$ cat src/rtl/fir_tap_mac.sv
// Sequential single-multiplier FIR tap accumulator: walks NTAP taps one per clock,
// then rounds, saturates and publishes one output sample.
module fir_tap_mac #(
    parameter int DW   = 14,
    parameter int CW   = 14,
    parameter int NTAP = 17,
    parameter int FRAC = 13,
    parameter int OW   = 16
) (
    input  logic                 clk,
    input  logic                 rstn,
    input  logic                 start,
    output logic [4:0]           tap_idx,
    input  logic signed [DW-1:0] tap_data,
    input  logic signed [CW-1:0] coef_data,
    output logic                 busy,
    output logic                 out_valid,
    output logic signed [OW-1:0] y
);

    localparam int PW = DW + CW;
    localparam int AW = PW + 5;

    localparam logic signed [AW:0] HALF  = {{(AW-FRAC+1){1'b0}}, 1'b1, {(FRAC-1){1'b0}}};
    localparam logic signed [AW:0] Y_MAX = {{(AW+2-OW){1'b0}}, {(OW-1){1'b1}}};
    localparam logic signed [AW:0] Y_MIN = {{(AW+2-OW){1'b1}}, {(OW-1){1'b0}}};
    localparam logic [4:0]         LAST  = 5'(NTAP - 1);

    typedef enum logic {
        IDLE = 1'b0,
        MAC  = 1'b1
    } state_t;

    state_t                state_q, state_d;
    logic [4:0]            tap_idx_q, tap_idx_d;
    logic signed [AW-1:0]  acc_q, acc_d;
    logic signed [OW-1:0]  y_q, y_d;
    logic                  ov_q, ov_d;

    logic signed [PW-1:0]  prod;
    logic signed [AW-1:0]  acc_sum;
    logic signed [AW:0]    rnd;
    logic signed [AW:0]    shifted;
    logic signed [OW-1:0]  y_sat;

    // Datapath: product of the current tap, running sum, then round-half-up and clamp.
    always_comb begin
        prod    = tap_data * coef_data;
        acc_sum = acc_q + {{5{prod[PW-1]}}, prod};
        rnd     = {acc_sum[AW-1], acc_sum} + HALF;
        shifted = rnd >>> FRAC;
        if (shifted > Y_MAX) begin
            y_sat = Y_MAX[OW-1:0];
        end else if (shifted < Y_MIN) begin
            y_sat = Y_MIN[OW-1:0];
        end else begin
            y_sat = shifted[OW-1:0];
        end
    end

    // NOTE: every signal gets a hold/default value first so no path leaves it unassigned (no latches).
    always_comb begin
        state_d   = state_q;
        tap_idx_d = tap_idx_q;
        acc_d     = acc_q;
        y_d       = y_q;
        ov_d      = 1'b0;

        unique case (state_q)
            IDLE: begin
                if (start) begin
                    state_d   = MAC;
                    acc_d     = '0;
                    tap_idx_d = '0;
                end
            end
            MAC: begin
                acc_d     = acc_sum;
                tap_idx_d = tap_idx_q + 5'd1;
                if (tap_idx_q == LAST) begin
                    y_d       = y_sat;
                    ov_d      = 1'b1;
                    tap_idx_d = '0;
                    acc_d     = '0;
                    // A start on the final tap chains straight into the next sample.
                    state_d   = start ? MAC : IDLE;
                end
            end
            default: begin
                state_d = IDLE;
            end
        endcase
    end

    // NOTE: state uses non-blocking assignments so every register samples pre-edge values.
    always_ff @(posedge clk or negedge rstn) begin
        if (!rstn) begin
            state_q   <= IDLE;
            tap_idx_q <= '0;
            acc_q     <= '0;
            y_q       <= '0;
            ov_q      <= 1'b0;
        end else begin
            state_q   <= state_d;
            tap_idx_q <= tap_idx_d;
            acc_q     <= acc_d;
            y_q       <= y_d;
            ov_q      <= ov_d;
        end
    end

    assign tap_idx   = tap_idx_q;
    assign busy      = (state_q == MAC);
    assign out_valid = ov_q;
    assign y         = y_q;

endmodule
$ cat config.mk
export PLATFORM = sky130hd
export DESIGN_NAME = fir_tap_mac
export DESIGN_NICKNAME = d
export VERILOG_FILES = /design/src/rtl/fir_tap_mac.sv
export SDC_FILE = /design/constraint.sdc
export NUM_CORES = 1
export LEC_CHECK = 0
export BUFFER_PORTS_ARGS = -buffer_cell sky130_fd_sc_hd__buf_2
export CAP_MARGIN = 20
export CORE_MARGIN = 2
export CORE_UTILIZATION = 40
export DETAILED_ROUTE_END_ITERATION = 6
export GPL_ROUTABILITY_DRIVEN = 0
export SLEW_MARGIN = 20
export SYNTH_ARGS = -nofsm -noshare
export SYNTH_HDL_FRONTEND = slang
export SYNTH_SLANG_ARGS = --single-unit
$ cat constraint.sdc
create_clock -name clk -period 5.3 [get_ports clk]
set_clock_uncertainty 0.1 [all_clocks]
set_input_delay 1.06 -clock clk [delete_from_list [all_inputs] [get_ports clk]]
set_output_delay 1.06 -clock clk [all_outputs]
set_load 0.02 [all_outputs]
==> results of run 1 <==
[cell type report]
cell class                      instances  area (um2)
Fill cell                            2692       13300
Multi-Input combinational cell       1054       11100
Timing Repair Buffer                  398        3150
Sequential cell                        56        1400
Inverter                              261         980
Tap cell                              396         495
Clock buffer                            5         125
Clock inverter                          3        28.8
[registers in the layout (all words and copies together), names as in the netlist]
| register | cells |
|---|---|
| acc_q | 33 |
| tap_idx | 5 |
| busy | 1 |
| y | 16 |
| out_valid | 1 |
[cells by family after synthesis]
group,after synthesis
flops,56
compound gates,259
simple gates,422
xor+xnor,69
buf+inv,314
fa+ha+maj,300
mux,3
[stage by stage]
step	setup TNS (ps)	instances	setup WS, ps	cell area (um2)
after global routing	-130910	2173	-4220	17300
after detailed placement	-142040	2120	-4640	15600
after CTS	-119290	2160	-3930	16700
after floorplan	-118740	1423	-4050	12800
final	-120340	2173	-3960	17300
after global placement	-140810	2120	-4650	15600
[cell usage in the layout, fill, tap and decap left out, drive strengths merged, types with 8 or more instances in the layout]
| cell | Yosys | layout |
|---|---|---|
| buf | 9 | 398 |
| inv | 260 | 263 |
| fa | 196 | 196 |
| nand2 | 137 | 137 |
| and2 | 120 | 120 |
| ha | 104 | 104 |
| o21ai | 67 | 67 |
| a21oi | 64 | 64 |
| nor2 | 59 | 60 |
| dfrtp | 56 | 56 |
| xnor2 | 47 | 47 |
| a21o | 30 | 30 |
| nand3 | 23 | 23 |
| xor2 | 22 | 22 |
| nand2b | 16 | 16 |
| a22o | 15 | 15 |
| nor3 | 14 | 14 |
| nand4 | 12 | 12 |
| o211ai | 12 | 12 |
| nor4 | 10 | 10 |
| a211oi | 8 | 8 |
[per-layer routing]
metal | wire length [um] | share of wire | track usage | vias up
met5 | 0 | 0 | 0 | -
met2 | 16900 | 0.54 | 0.359 | 149
li1 | - | - | - | 5273
met4 | 556 | 0.018 | 0.0374 | 0
met3 | 688 | 0.022 | 0.0166 | 42
met1 | 13400 | 0.42 | 0.256 | 5580
[worst paths after layout]
kind	startpoint	end	depth (start not counted)	slack [ps]
worst min register to register	y[14]	y[14]	2	380
worst min-delay path	y[14]	y[14]	2	380
worst max register to register	acc_q[0]	y[2]	17	820
worst max-delay path	coef_data[4]	y[2]	36	-3960
min in group asynchronous	rstn	acc_q[30]	2	790
max in group asynchronous	rstn	acc_q[6]	2	3770
[timing repair]
item | CTS | global route
setup buffers | 34 | 14
setup endpoints to repair | 44 | 44
pin swaps | 82 | 80
gates resized for setup | 180 | 97
cloned | 1 | 1
[worst max-delay path, delay by kind of cell]
| kind | cells | cell delay [ps] |
|---|---|---|
| AOI/OAI and AO/OA | 10 | 1700 |
| and+or+nand+nor | 7 | 1880 |
| buffers and inverters | 10 | 1020 |
| xor gates and xnor gates | 1 | 130 |
| adders and majority gates | 8 | 3580 |
==> key figures, run 1 <==
Routing
  – DR WL/cell: 14.5 um
  – Initial DRC Count: 458
  – Antenna Violating Nets Remaining: 0
  – DRC: 0
  – Via Count: 11000
  – DRT Pass-1 Iters: 5
  – Avg Vias per Cell: 5.08
  – Total wire length: 31600 um

Critical path
  – CP max stage cell: fa_1
  – Critical path class: in2reg
  – CP Max Fanout: 7
  – Worst Path Required: roughly 5400 ps
  – CP arrival: 9400 ps
  – Crit-path max cell delay: 550 ps
  – Setup crit start kind: input pin
  – Crit-path most repeated cell: fa_1
  – CP Capture Type: register

STA
  – Relative slew slack: 0.357
  – Hold Slack: around 380 ps
  – Setup WS post-layout: -3960 ps
  – Worst Max-Slew Pin Slew: 960 ps
  – Fin. max-slew vios: 0
  – Setup violations, final: 43
  – Final hold vios: 0
  – Tmin final: 9260 ps
  – F_max: 108 MHz
  – RSZ-0062 raised after global routing: yes
  – Final critical-path share of the clock period: 1.75

Finish
  – Final Util: 0.565
  – Nets: roughly 2100
  – Layout cell share with drive strength beyond 1: 0.364
  – Antenna diodes: 0
  – Area Growth Syn to Fin: 39.1%

Synth
  – Synth top cells by count: inv_1, fa_1, nand2_1
  – Synth Area in Simple Gates: 0.175
  – Unique cell type count in the Yosys netlist: between 70 and 80
  – Adder-cell share of the synthesized area: 0.421
  – Post-synthesis mux area share: 0.00242
  – Top_reg_cell synth: dfrtp_1
  – Post-Syn Instances: 1423
  – Largest cells by area after synthesis: fa_1, dfrtp_1, ha_1
  – Yosys Warn Count: 0
  – Post-synthesis net count: 1754
  – Count leader, synth: inv_1
  – Seq cells post-synth: 56
  – Post-synthesis xor/xnor area fraction: 0.0487
  – Post-synthesis compound-gate area fraction: 0.143
  – Sequential element share of the synthesized area: 0.113
  – Main combinational cell family by area after synthesis: adder cells
  – Top cell type's share of synthesized area: 0.316
  – Mapped Avg Cell Area: just under 9 um2
  – Cell taking the most area after synthesis: fa_1
  – Synth Cell Area: 12400 um2
  – Number of synthesized flops with an enable pin: 0
  – Async SR Flop Fraction: 1.00

Clock tree
  – CTS tree: done
  – H-Tree Depth: 2
  – Worst-path clk slew: ~90 ps
  – Clock root buffer: clkbuf_16
  – CTS buffer count: 5
  – Deepest clock path buffer count: 2
  – Hold buffers post-CTS: 0
  – Insertion delay to the later sink of the worst-skew pair: about 310 ps
  – Clock sinks: 56

Floorplan
  – Initial Util: 0.406
  – Die Y: 180 um
  – Core ar.: 30600 um2
  – I/O pin total: 54
  – Die area: 32500 um2
  – Rows: 64
  – Die width: about 180 um

Outcome
  – Status: complete, but fails checks
  – Violated checks: setup timing

Global route
  – Vias in the first global route: 11500
  – Global-route wire length before repair: 54000 um
  – Initial antenna violation count: 0
  – GRT Overall Usage: 0.197
  – Global route overflow: 0
  – Largest net degree at the start of global routing: 57

Place
  – # port buffers: 53
  – Post-DP HPWL: 25400 um

Hold path
  – HP Class: reg2reg

Flow run
  – Max_cap viols: 0
Power of run 1 is not shown: default switching activity piles up to over one toggle a cycle in this logic, so the estimate is an artifact.
==> inputs of run 2 (changes only) <==
--- a/config.mk
+++ b/config.mk
@@ -7,10 +7,12 @@
 export LEC_CHECK = 0
 export BUFFER_PORTS_ARGS = -buffer_cell sky130_fd_sc_hd__buf_2
 export CAP_MARGIN = 20
+export CORE_ASPECT_RATIO = 1.5
 export CORE_MARGIN = 2
 export CORE_UTILIZATION = 40
 export DETAILED_ROUTE_END_ITERATION = 6
 export GPL_ROUTABILITY_DRIVEN = 0
+export SETUP_SLACK_MARGIN = 0.5
 export SLEW_MARGIN = 20
 export SYNTH_ARGS = -nofsm -noshare
 export SYNTH_HDL_FRONTEND = slang
==> key figures, run 2 (synthesis gave the netlist of run 1 again) <==
Routing
  – DR WL/cell: approximately 15 um
  – Via Count: ~11000
  – Total wire length: 32900 um
  – Initial DRC Count: 351
  – DRC: 0
  – Antenna Violating Nets Remaining: 0
  – Avg Vias per Cell: 5.03
  – DRT Pass-1 Iters: 4

Critical path
  – Cell family with most CP delay: adder cells
  – Crit-path max cell delay: 530 ps
  – Reg2Reg Depth: 16
  – Setup crit start kind: input pin
  – Levels on crit path: 35
  – WP buf/inv: 7
  – Worst Path Required: 5440 ps
  – CP max stage cell: or4_4
  – FF-to-FF Start: acc_q[0]
  – Crit-path most repeated cell: fa_1
  – CP arrival: 9380 ps
  – CP Capture Type: register
  – Crit path from: coef_data[2]
  – CP Max Fanout: 7
  – Critical path class: in2reg

STA
  – Final hold vios: 0
  – Final critical-path share of the clock period: 1.74
  – RSZ-0062 raised after global routing: yes
  – Relative slew slack: 0.262
  – Setup violations, final: 43
  – Tmin final: 9240 ps
  – Worst Max-Slew Pin Slew: 1110 ps
  – Setup WS post-layout: -3940 ps
  – Fin. max-slew vios: 0
  – F_max: 108 MHz

Finish
  – Final design area excluding fillers: roughly 17000 um2
  – Fin cells: between 2000 and 2500
  – Layout cell share with drive strength beyond 1: 0.360
  – Commonest non-fill, non-tap cell in the layout: buf_4
  – Max FFs per register: 33
  – Commonest cells after routing, fill and taps aside: buf_4, inv_1, fa_1
  – Area Growth Syn to Fin: 39.7%
  – Top reg by flops: acc_q
  – Final Util: 0.563
  – Antenna diodes: 0
  – Fillers: 2730
  – Nets: 2101

Outcome
  – Status: complete, but fails checks
  – Violated checks: setup timing

Hold path
  – Hold Path Depth: 2
  – HP Class: reg2reg
  – Hold path start: y[7]

Clock tree
  – CTS buffer count: 5
  – CTS tree: done
  – Hold buffers post-CTS: 0
  – Clock sinks: 56
  – Clock root buffer: clkbuf_16
  – Insertion delay to the later sink of the worst-skew pair: between 300 and 400 ps
  – Deepest clock path buffer count: 2
  – H-Tree Depth: 2
  – Worst-path clk slew: 70 ps

Global route
  – Global-route wire length before repair: 54900 um
  – GRT Overall Usage: 0.206
  – Largest net degree at the start of global routing: 57
  – Global route overflow: 0
  – Initial antenna violation count: 1
  – Vias in the first global route: 11700

Floorplan
  – Die area: 32500 um2
  – Core ar.: 30800 um2
  – I/O pin total: 54
  – Initial Util: 0.403
  – Rows: 79
  – Die width: 148 um
  – Die Y: 220 um

Place
  – Post-DP HPWL: roughly 27000 um
  – # port buffers: 53
  – Cell count after placement: 2111
  – Placed inst area: 15400 um2

Flow run
  – Max_cap viols: 0
==> run 2: changes by cell type in the layout (fill, tap and decap cells not counted), moves of 4 or more <==
cell     previous run  this run
ha_1               85        71
ha_4               14        28
a21oi_1            28        38
a21oi_2            26        19
buf_12              8         4
nor2_1             48        52
nor3_1              5         9
nor3_2              8         4
==> run 2: through the flow <==
| step | setup slack (ps) | TNS, ps | hold slack, ps |
|---|---|---|---|
| after floorplan | -4050 | -118740 | 356 |
| after global placement | -4480 | -137890 | 356 |
| after detailed placement | -4610 | -141480 | 369 |
| after CTS | -3920 | -117970 | 385 |
| after global routing | -4210 | -130220 | 405 |
| final | -3940 | -120280 | 380 |
==> run 2: what timing repair did <==
item | CTS | global route
resized for setup | 188 | 99
setup buffers | 34 | 22
cloned | 1 | 0
pin swaps | 92 | 58
endpoints found under the setup margin | 44 | 45
==> run 2: final timing paths <==
check                           slack (ps)         to
worst max register to register         860      y[14]
worst max-delay path                 -3940      y[14]
worst min register to register         380       y[7]
min in group asynchronous              790  acc_q[31]
max in group asynchronous             3810   acc_q[3]
worst min-delay path                   380       y[7]
==> run 2: worst register-to-register path: cells and delay by family (launching register included) <==
family	cells	cell delay (ps)
flip-flops	1	360
AND/OR/NAND/NOR	5	1400
AO/OA/AOI/OAI	7	1690
adder cells (fa/ha/maj)	2	560
buffers and inverters	2	280
==> run 2: layout make-up <==
| cell class | count | area (um2) | share of cell area |
|---|---|---|---|
| multi-input combinational | 1054 | 11200 | 0.648 |
| timing repair buffer | 392 | 3080 | 0.177 |
| sequential | 56 | 1400 | 0.0808 |
| inverter | 261 | 980 | 0.0565 |
| tap | 405 | 507 | 0.0292 |
| clock buffer | 6 | 139 | 0.00800 |
| clock inverter | 2 | 13.8 | 0.000793 |
==> run 2: metal layers <==
layer,GRT usage,share of wire,vias up
met1,0.240,0.40,5454
met3,0.0166,0.025,57
li1,-,-,5255
met2,0.394,0.55,177
met5,0,0.00040,-
met4,0.0724,0.028,2
Power of run 2 is left out for the same reason.
==> inputs of run 3 (changes only) <==
--- a/config.mk
+++ b/config.mk
@@ -7,7 +7,7 @@
 export LEC_CHECK = 0
 export BUFFER_PORTS_ARGS = -buffer_cell sky130_fd_sc_hd__buf_2
 export CAP_MARGIN = 20
-export CORE_ASPECT_RATIO = 1.5
+export CORE_ASPECT_RATIO = 0.5
 export CORE_MARGIN = 2
 export CORE_UTILIZATION = 40
 export DETAILED_ROUTE_END_ITERATION = 6
==> key figures, run 3 (synthesis gave the netlist of run 1 again) <==
Outcome
  – Status: complete, but fails checks
  – Violated checks: setup timing

Floorplan
  – Rows: 45
  – Die width: 253 um
  – Core ar.: 30500 um2
  – Initial Util: 0.408
  – Die area: 32600 um2
  – Die Y: approximately 130 um
  – I/O pin total: 54

Global route
  – Global route overflow: 0
  – Initial antenna violation count: 0
  – GRT Overall Usage: 0.214
  – Global-route wire length before repair: 56600 um
  – Vias in the first global route: 11600
  – Largest net degree at the start of global routing: 57

Critical path
  – CP max stage cell: fa_1
  – WP buf/inv: 11
  – CP Max Fanout: 7
  – Setup crit start kind: input pin
  – CP Capture Type: register
  – Cell family with most CP delay: adder cells
  – Critical path class: in2reg
  – Worst Path Required: 5450 ps
  – CP arrival: roughly 9400 ps
  – Crit-path max cell delay: about 530 ps
  – Crit-path most repeated cell: fa_1

Routing
  – Antenna Violating Nets Remaining: 0
  – DRC: 0
  – Via Count: 11000
  – Total wire length: 34200 um
  – Avg Vias per Cell: 4.99
  – Initial DRC Count: roughly 560
  – DRT Pass-1 Iters: 5
  – DR WL/cell: around 16 um

STA
  – Tmin final: 9250 ps
  – Final critical-path share of the clock period: 1.75
  – RSZ-0062 raised after global routing: yes
  – F_max: 108 MHz
  – Fin. max-slew vios: 0
  – Setup violations, final: 43
  – Relative slew slack: 0.297
  – Worst Max-Slew Pin Slew: 1050 ps
  – Setup TNS: -117450 ps
  – Final hold vios: 0
  – Setup WS post-layout: -3950 ps

Finish
  – Area Growth Syn to Fin: 40.4%
  – Antenna diodes: 0
  – Nets: 2108
  – Layout cell share with drive strength beyond 1: 0.376
  – Max FFs per register: 33
  – Fillers: 2578
  – Top reg by flops: acc_q
  – Commonest cells after routing, fill and taps aside: buf_4, inv_1, fa_1
  – Commonest non-fill, non-tap cell in the layout: buf_4

Place
  – Post-DP HPWL: 27700 um
  – # port buffers: 53

Clock tree
  – Insertion delay to the later sink of the worst-skew pair: 320 ps
  – Worst-path clk slew: 80 ps
  – Hold buffers post-CTS: 0
  – H-Tree Depth: 2
  – Deepest clock path buffer count: 2
  – CTS buffer count: 5
  – Clock sinks: 56
  – Clock root buffer: clkbuf_16
  – CTS tree: done

Hold path
  – HP Class: reg2reg

Flow run
  – Max_cap viols: 0
[run 3: cell types whose count changed in the layout (fill, tap and decap cells not counted), moves of 6 or more]
cell	before	now
buf_2	45	39
ha_1	71	77
nor2_2	5	11
a21oi_1	38	31
buf_4	293	302
o21ai_2	17	23
nor2_1	52	45
buf_6	46	52
o21ai_1	23	17
a21oi_2	19	26
[run 3: area by class of cell]
cell class	instances	area, um2	share of cell area
multi-input combinational	1053	11200	0.643
clock buffer	5	125	0.00718
tap	423	529	0.0304
inverter	261	980	0.0562
sequential	56	1400	0.0804
clock inverter	3	27.5	0.00158
timing repair buffer	400	3170	0.182
[run 3: layer usage]
metal | global-route usage | share of wire
met5 | 0 | 0
met4 | 0.0432 | 0.0099
met3 | 0.0196 | 0.038
met2 | 0.362 | 0.47
met1 | 0.302 | 0.48
[run 3: tightest hold or removal path, cell delays in order, from the launching register on]
cell and delay [ps]:
dfrtp_1 340, nand2_1 60, o21ai_2 50
[run 3: path summary, 6_finish.rpt]
check / slack (ps) / depth (start not counted) / start / to
max: -3950 / 38 / coef_data[4] / y[2]
min: 380 / 2 / y[7] / y[7]
max reg2reg: 780 / 18 / acc_q[0] / y[2]
min reg2reg: 380 / 2 / y[7] / y[7]
max in group asynchronous: 3790 / 2 / rstn / acc_q[1]
min in group asynchronous: 780 / 2 / rstn / acc_q[26]
[run 3: timing repair]
action,in CTS,in global routing
setup endpoints to repair,44,45
gates cloned,1,0
pin swaps,86,70
gates resized for setup,200,111
setup buffers,37,15
[run 3: stage by stage]
step | utilization | hold WS (ps) | cell area [um2] | setup slack, ps | instances
4_1_cts | 0.553 | 383 | 16800 | -3890 | 2186
6_report | 0.572 | 379 | 17400 | -3950 | 2201
5_1_grt | 0.572 | 394 | 17400 | -4220 | 2201
2_1_floorplan | - | 356 | 12800 | -4050 | 1423
3_5_place_dp | 0.510 | 365 | 15500 | -4510 | 2140
3_3_place_gp | 0.510 | 364 | 15500 | -4350 | 2140
Power of run 3 is left out for the same reason.
